File: config.mk
export PLATFORM = sky130hd
export DESIGN_NAME = shift_arbiter_flat
export DESIGN_NICKNAME = d
export VERILOG_FILES = /design/src/rtl/shift_arbiter_if.sv /design/src/rtl/shift_arbiter.sv /design/src/flat_wrapper.sv
export SDC_FILE = /design/constraint.sdc
export NUM_CORES = 1
export LEC_CHECK = 0
export ABC_AREA = 1
export CAP_MARGIN = 20
export CORE_MARGIN = 4
export CORE_UTILIZATION = 47
export DETAILED_ROUTE_END_ITERATION = 8
export PLACE_DENSITY = 0.87
export REMOVE_ABC_BUFFERS = 1
export SLEW_MARGIN = 20
export SYNTH_ARGS = -nofsm -noshare
export SYNTH_HDL_FRONTEND = slang
export SYNTH_SLANG_ARGS = --single-unit
File: constraint.sdc
create_clock -name clock -period 1.7 [get_ports clock]
set_input_delay 0.34 -clock clock [delete_from_list [all_inputs] [get_ports clock]]
set_output_delay 0.34 -clock clock [all_outputs]
set_load 0.03 [all_outputs]
File: src/rtl/shift_arbiter_if.sv
// Request/grant/result bundle between the two shift requesters and the
// shared barrel shifter. The master side is the requester pair, and the
// slave side is the arbiter.
interface shift_arbiter_if #(
    parameter int DATA_WIDTH  = 32,
    parameter int SHAMT_WIDTH = 5
);
    logic                   req_a;
    logic                   dir_a;
    logic [DATA_WIDTH-1:0]  data_a;
    logic [SHAMT_WIDTH-1:0] shamt_a;

    logic                   req_b;
    logic                   dir_b;
    logic [DATA_WIDTH-1:0]  data_b;
    logic [SHAMT_WIDTH-1:0] shamt_b;

    logic                   gnt_a;
    logic                   gnt_b;
    logic [DATA_WIDTH-1:0]  result;
    logic                   result_valid;
    logic                   result_src;

    modport master (
        output req_a, dir_a, data_a, shamt_a,
        output req_b, dir_b, data_b, shamt_b,
        input  gnt_a, gnt_b, result, result_valid, result_src
    );

    modport slave (
        input  req_a, dir_a, data_a, shamt_a,
        input  req_b, dir_b, data_b, shamt_b,
        output gnt_a, gnt_b, result, result_valid, result_src
    );
endinterface

File: src/rtl/shift_arbiter.sv
// Shared 32-bit barrel shifter for the execute stage. It serves two
// requesters: A is the ALU and B is the multdiv sequencer. Grants are
// round-robin and combinational. One operation is accepted per cycle.
// Each result is registered one cycle later and tagged with its source.
module shift_arbiter #(
    parameter int DATA_WIDTH  = 32,
    parameter int SHAMT_WIDTH = 5
) (
    input  logic            clock,
    input  logic            reset,
    shift_arbiter_if.slave  bus
);

    // last_gnt records which requester won most recently. On a tie, the
    // other requester wins.
    typedef enum logic {
        LAST_A = 1'b0,
        LAST_B = 1'b1
    } last_t;

    last_t                  last_gnt;
    last_t                  last_gnt_next;

    logic                   gnt_a;
    logic                   gnt_b;

    logic                   op_dir;
    logic [DATA_WIDTH-1:0]  op_data;
    logic [SHAMT_WIDTH-1:0] op_shamt;
    logic [DATA_WIDTH-1:0]  shifted;

    logic [DATA_WIDTH-1:0]  result_q;
    logic                   result_valid_q;
    logic                   result_src_q;

    // Arbitration: a lone requester wins. On a tie, the requester that did
    // not win last time wins. Reset suppresses every grant, so nothing is
    // accepted in a reset cycle.
    always_comb begin
        gnt_a = 1'b0;
        gnt_b = 1'b0;
        if (!reset) begin
            if (bus.req_a && (!bus.req_b || last_gnt == LAST_B)) begin
                gnt_a = 1'b1;
            end else if (bus.req_b) begin
                gnt_b = 1'b1;
            end
        end
    end

    // Operand mux steers the granted requester's operation into the single
    // shifter. B is selected only when it actually holds the grant.
    always_comb begin
        op_dir   = bus.dir_a;
        op_data  = bus.data_a;
        op_shamt = bus.shamt_a;
        if (gnt_b) begin
            op_dir   = bus.dir_b;
            op_data  = bus.data_b;
            op_shamt = bus.shamt_b;
        end
    end

    // Barrel shift: a left shift fills with zeros. A right shift replicates
    // the sign bit.
    always_comb begin
        shifted = op_data << op_shamt;
        if (op_dir) begin
            shifted = $signed(op_data) >>> op_shamt;
        end
    end

    // Round-robin pointer next state follows whichever requester is granted
    // this cycle. It holds when the cycle is idle.
    always_comb begin
        last_gnt_next = last_gnt;
        if (gnt_a) begin
            last_gnt_next = LAST_A;
        end else if (gnt_b) begin
            last_gnt_next = LAST_B;
        end
    end

    // Round-robin pointer register. Its reset value favours A on the first
    // tie.
    always_ff @(posedge clock) begin
        if (reset) begin
            last_gnt <= LAST_B;
        end else begin
            last_gnt <= last_gnt_next;
        end
    end

    // Result register: it captures the granted operation. On idle cycles
    // only the valid flag drops. The data and source tag keep their last
    // values.
    always_ff @(posedge clock) begin
        if (reset) begin
            result_q       <= '0;
            result_valid_q <= 1'b0;
            result_src_q   <= 1'b0;
        end else if (gnt_a || gnt_b) begin
            result_q       <= shifted;
            result_valid_q <= 1'b1;
            result_src_q   <= gnt_b;
        end else begin
            result_valid_q <= 1'b0;
        end
    end

    assign bus.gnt_a        = gnt_a;
    assign bus.gnt_b        = gnt_b;
    assign bus.result       = result_q;
    assign bus.result_valid = result_valid_q;
    assign bus.result_src   = result_src_q;

endmodule

File: src/flat_wrapper.sv
// flat-port wrapper written by rule: the top's interface ports become plain ports
module shift_arbiter_flat 
#(
    parameter int DATA_WIDTH  = 32,
    parameter int SHAMT_WIDTH = 5
)
  (clock, reset, bus_req_a, bus_dir_a, bus_data_a, bus_shamt_a, bus_req_b, bus_dir_b, bus_data_b, bus_shamt_b, bus_gnt_a, bus_gnt_b, bus_result, bus_result_valid, bus_result_src);
  shift_arbiter_if #(.DATA_WIDTH(DATA_WIDTH), .SHAMT_WIDTH(SHAMT_WIDTH)) bus_i ();
  input  logic clock;
  input  logic reset;
  input wire logic [$bits(bus_i.req_a)-1:0] bus_req_a;
  input wire logic [$bits(bus_i.dir_a)-1:0] bus_dir_a;
  input wire logic [$bits(bus_i.data_a)-1:0] bus_data_a;
  input wire logic [$bits(bus_i.shamt_a)-1:0] bus_shamt_a;
  input wire logic [$bits(bus_i.req_b)-1:0] bus_req_b;
  input wire logic [$bits(bus_i.dir_b)-1:0] bus_dir_b;
  input wire logic [$bits(bus_i.data_b)-1:0] bus_data_b;
  input wire logic [$bits(bus_i.shamt_b)-1:0] bus_shamt_b;
  output wire logic [$bits(bus_i.gnt_a)-1:0] bus_gnt_a;
  output wire logic [$bits(bus_i.gnt_b)-1:0] bus_gnt_b;
  output wire logic [$bits(bus_i.result)-1:0] bus_result;
  output wire logic [$bits(bus_i.result_valid)-1:0] bus_result_valid;
  output wire logic [$bits(bus_i.result_src)-1:0] bus_result_src;
  assign bus_i.req_a = bus_req_a;
  assign bus_i.dir_a = bus_dir_a;
  assign bus_i.data_a = bus_data_a;
  assign bus_i.shamt_a = bus_shamt_a;
  assign bus_i.req_b = bus_req_b;
  assign bus_i.dir_b = bus_dir_b;
  assign bus_i.data_b = bus_data_b;
  assign bus_i.shamt_b = bus_shamt_b;
  assign bus_gnt_a = bus_i.gnt_a;
  assign bus_gnt_b = bus_i.gnt_b;
  assign bus_result = bus_i.result;
  assign bus_result_valid = bus_i.result_valid;
  assign bus_result_src = bus_i.result_src;
  shift_arbiter #(.DATA_WIDTH(DATA_WIDTH), .SHAMT_WIDTH(SHAMT_WIDTH)) u_core (.clock(clock), .reset(reset), .bus(bus_i));
endmodule
# After elaboration in Yosys (flattened, before gate mapping)
# Index checks and enable logic that the tools add are counted.
dict set report op_classes {
  n_mux 12
  shift 2
  reduce_logical 5
}
# operator count
set op_table {}
lappend op_table {{two-way mux 32 bit} 2}
lappend op_table {{<< shifter 32 x 5 -> 32 bit} 1}
lappend op_table {{>>> shifter 32 x 5 -> 32 bit} 1}
lappend op_table {{two-way mux 1 bit} 9}
lappend op_table {{two-way mux 5 bit} 1}
lappend op_table {{logical OR 1 bit} 2}
lappend op_table {{nonzero test 2 bit} 1}
lappend op_table {{logical AND 1 bit} 1}
lappend op_table {{logical NOT 1 bit} 1}
dict set report word_totals {
  input_bits 80
  word_cells 23
  out_inout_bits 36
  register_bits 35
}

# Depth between registers and ports, before layout
dict set report depth {
  depth_word 8
  depth_mapped 20
  mapped_depth_nobuf 18
}

# Least setup slack after synthesis
# Ideal clock, no wire load.
dict set report synth_timing {
  kind {input to register}
  startpoint {input port bus_req_b}
  endpoint {register u_core.result_q[3], in the netlist u_core.bus.result[3]}
  t_required_ns 1.583
  stages 12
  path_slack_ns -0.482
  n_path_buf 4
  arrival_ns 2.064
  setup_ns 0.117
  cell_sequence {nand2_1 -> nand2_2 -> buf_2 -> buf_2 -> nor2_1 -> inv_1 -> nand2_1 -> buf_4 -> buf_2 -> o31ai_1 -> a21oi_1 -> nor2_1}
}
dict set report synth_between {
  elab_cells_between_ends 15
  cone_classes {shift: 2; mux: 9; reduce/logical: 4}
}
# item line
set synth_rtl {}
lappend synth_rtl {{from (decl)} flat_wrapper.sv:15} ;# input wire logic [$bits(bus_i.req_b)-1:0] bus_req_b;
lappend synth_rtl {{logical NOT 1 bit} shift_arbiter.sv:43} ;# if (bus.req_a && (!bus.req_b || last_gnt == LAST_B)) begin
lappend synth_rtl {{logical OR 1 bit} shift_arbiter.sv:43}
lappend synth_rtl {{logical AND 1 bit} shift_arbiter.sv:43}
lappend synth_rtl {{two-way mux 1 bit} shift_arbiter.sv:43}
lappend synth_rtl {{two-way mux 1 bit} shift_arbiter.sv:42} ;# if (!reset) begin
lappend synth_rtl {{net bus_gnt_a} flat_wrapper.sv:19} ;# output wire logic [$bits(bus_i.gnt_a)-1:0] bus_gnt_a;
lappend synth_rtl {{logical OR 1 bit} shift_arbiter.sv:102} ;# end else if (gnt_a || gnt_b) begin
lappend synth_rtl {{to (signal assigned)} shift_arbiter.sv:103} ;# result_q <= shifted;
lappend synth_rtl {{to (decl)} shift_arbiter.sv:32} ;# logic [DATA_WIDTH-1:0] result_q;
# The timed path passes the listed nets, and every way through them passes these cells.
# A chain may end at the register's enable or synchronous reset.

# Worst setup path after layout
dict set report layout_timing {
  startpoint {register u_core.last_gnt}
  endpoint {register u_core.result_q[27], in the netlist u_core.bus.result[27]}
}
dict set report layout_between {
  elab_chain_cells 7
  elab_cells_between_ends 13
  cone_classes {shift: 2; mux: 8; reduce/logical: 3}
}
# item line
set layout_lines {}
lappend layout_lines {{from (decl)} shift_arbiter.sv:21} ;# last_t last_gnt;
lappend layout_lines {{from (signal assigned)} shift_arbiter.sv:90} ;# last_gnt <= last_gnt_next;
lappend layout_lines {{logical OR 1 bit *} shift_arbiter.sv:43}
lappend layout_lines {{logical AND 1 bit *} shift_arbiter.sv:43}
lappend layout_lines {{two-way mux 1 bit} shift_arbiter.sv:43}
lappend layout_lines {{two-way mux 1 bit} shift_arbiter.sv:42}
lappend layout_lines {{two-way mux 32 bit / two-way mux 5 bit (equally long branches)} shift_arbiter.sv:57} ;# if (gnt_b) begin
lappend layout_lines {{<< shifter 32 x 5 -> 32 bit / >>> shifter 32 x 5 -> 32 bit (equally long branches)} {shift_arbiter.sv:67, shift_arbiter.sv:69}}
lappend layout_lines {{two-way mux 32 bit} shift_arbiter.sv:68} ;# if (op_dir) begin
# Mark *: on every way between the ends. The rest lies on a longest branch, timed or not.

==> summary.txt <==
Status -> finished, violations left
Violated checks -> setup timing
Clk slew on worst S/H paths -> 0.07 ns
CTS sink count -> 35
CP startpoint kind -> flip-flop
Leakage Power -> 4.253 nW
Clock buffer count from CTS -> 5
DR iter-0 viols -> 1,091
Post-synth ARST share -> 0%
Placed instance count -> 1,281
Hold Path Class -> primary input to flip-flop
Most common cell in the synthesized netlist -> nand3_1
Core area -> 0.01051 mm^2
Global-route wire length before repair -> 38.16 mm
Die W -> 112.7 um
EDFF count, synth -> 0
Antenna violations before repair -> 0
Critical path data required time -> 1.89 ns
CP max-delay cell -> dfxtp_2
CP peak stage delay -> 0.32 ns
# setup viols final -> 32
Slew of the pin with the lowest slew margin -> 0.3479 ns
I/O Buffers -> 115
Pwr Total -> 5.165 mW
Tcrit/Tclk final -> 130.6%
Final hold vios -> 0
Fill cells -> 711
Number of remaining DRC errors -> 0
Die ar. -> 0.01270 mm^2
RePlAce Congestion -> 1.028
Clk buf depth -> 2
Syn Area/Cell -> 5.093 um^2
Synth Area in XOR/XNOR -> 0%
Total number of vias -> 8,348
Synth Instances -> 1,012
Relative slew slack -> 76.73%
Area share of and/or/nand/nor cells after synthesis -> 67.61%
Overall Global Routing Usage -> 36.78%
Sequential element share of the synthesized area -> 13.60%
Synth area leader -> nand3_1
DIE HEIGHT -> 112.7 um
Nets -> 1,265
R2R Setup Slk -> -0.52 ns
Final wirelength -> 26.17 mm
Rows -> 37
Skew final -> 0.003614 ns
CTS root buffer -> clkbuf_8
Ys flop type -> dfxtp_1
Share of the synthesized area in the top cell type -> 35.83%
Worst EP arrival -> 2.41 ns
Synth Area in Compound Gates -> 8.497%
Final core utilization -> 82.90%
Final Max Slew Viols -> 0
Max-cap violations -> 0
Worst r2r path cells -> 16
Clk_lat worst skew -> 0.30 ns
Crit path max fanout -> 5
Fmax -> 0.4506 GHz
H-tree depth -> 2
Post-route ant nets -> 0
Post-Syn Area -> 0.005154 mm^2
1st-pass router iterations -> 9
Vias in the first global route -> 7,417
Worst-path cell chain -> inv_2 > nand2_4 > nand2_4 > nand2_4 > buf_6 > o21ai_4 > buf_12 > buf_8 > clkbuf_16 > nand3_2 > nand3_1 > nand2_1 > nor2_1 > nor2_1 > nor2_1 > a21oi_2
Share of layout cells above drive strength 1 -> 32.66%
Worst-case vdd ir drop -> 0.4477 mV
Commonest cells post-synth -> 369 x nand3_1, 359 x nand2_1, 45 x nor2_1, 35 x dfxtp_1
Largest family of logic cells by synthesized area -> simple AND/OR/NAND/NOR gates
Ys Warns -> 0
HPWL Detailed -> 17.45 mm
Fin cells -> 1,321
DR WL/cell -> 19.81 um
CTS tree -> built
Most area-consuming cells after synthesis -> nand3_1 36%, nand2_1 26%, dfxtp_1 14%
Synth cell types -> 29
Area Growth Syn to Fin -> 69.05%
RSZ-0062 raised after global routing -> true
WHS Path Cells -> 4
Post-synthesis adder-cell area fraction -> 0%
Io pins -> 116
Tmin final -> 2.219 ns
DR vias/cell -> 6.319
#FFs+latches synth -> 35
Mux share of post-synthesis cell area -> 0%
Critical path class -> flip-flop to flip-flop
Initial Utilization -> 49.04%
# diodes -> 0
Final setup margin -> -0.5194 ns
Pwr/cell area -> 592.8 mW/mm^2
Setup crit end kind -> flip-flop
Pin count of the biggest net entering global routing -> 37
Congestion Overflow GR -> 0
[registers in the layout (all words and copies together) (netlist names)]
signal	count
u_core.bus.result	32
u_core.bus.result_src	1
u_core.last_gnt	1
u_core.bus.result_valid	1
[layout by cell type, fill, tap and decap left out, types with 15 or more instances in the layout]
cell type and instances:
buf_6 15, buf_4 72, nand2_1 260, buf_12 20, nand3_2 106, dfxtp_1 34
nor2_1 39, inv_1 26, a21oi_1 22, o21ai_0 29, clkdlybuf4s50_1 103, nand3_1 260
nand2_2 87, nand2_4 17
[metal layers]
layer | vias up | track usage [%] | wire length (um)
met5 | - | 0 | 0
met4 | 0 | 14.82 | 1426
met3 | 140 | 6.524 | 2785
met2 | 625 | 61.73 | 12230
met1 | 3821 | 46.55 | 9730
li1 | 3762 | - | -
[repair_timing]
action | in CTS | in global routing
buffers inserted | 11 | 8
pin swaps | 21 | 40
hold buffers | 0 | 0
endpoints found under the setup margin | 34 | 40
resized for setup | 99 | 213
gates cloned | 9 | 7
[worst paths after layout]
path	from	endpoint
min	bus_req_b	u_core.last_gnt
max reg2reg	u_core.last_gnt	u_core.bus.result[27]
min reg2reg	u_core.bus.result[30]	u_core.bus.result[30]
max	u_core.last_gnt	u_core.bus.result[27]
[kinds of logic after synthesis]
family | count (synthesis)
AO/OA/AOI/OAI | 80
flip-flops | 35
AND/OR/NAND/NOR | 790
buffers and inverters | 107
[worst max-delay path: cells and delay by family (launching register included)]
kind | cells | cell delay [ns]
and+or+nand+nor | 9 | 0.95
buffers and inverters | 5 | 0.64
DFF | 1 | 0.32
AOI/OAI and AO/OA | 2 | 0.21
[through the flow]
step / setup WS [ns] / hold slack [ns] / instance area [um^2] / setup TNS (ns)
global route: -0.6018 / 0.4916 / 8712 / -16.66
finish: -0.5194 / 0.4765 / 8712 / -13.56
floorplan: -2.772 / 0.4124 / 4747 / -87.76
global placement: -0.9343 / 0.4606 / 6987 / -28.44
detailed placement: -0.9736 / 0.4790 / 6987 / -29.74
CTS: -0.4398 / 0.4614 / 7729 / -12.96
[power breakdown]
part | switching (mW) | total, mW | internal, mW | leakage [nW]
Sequential | 0.0424 | 0.947 | 0.905 | 0.289
Combinational | 2.13 | 3.58 | 1.44 | 3.92
Clock | 0.322 | 0.640 | 0.318 | 0.0470
Total | 2.50 | 5.16 | 2.67 | 4.25
[final cells by class]
cell class / count / area (um^2) / share of cell area, %
repair inverters: 1 / 7.507 / 0.08617
multi-input cells: 872 / 4960 / 56.93
clock buffers: 6 / 82.58 / 0.9479
well taps: 136 / 170.2 / 1.953
flip-flops and latches: 35 / 701.9 / 8.057
inverters: 33 / 138.9 / 1.594
repair buffers: 237 / 2646 / 30.37
clock inverters: 1 / 5.005 / 0.05745
Power figures use the tool's default switching activity.
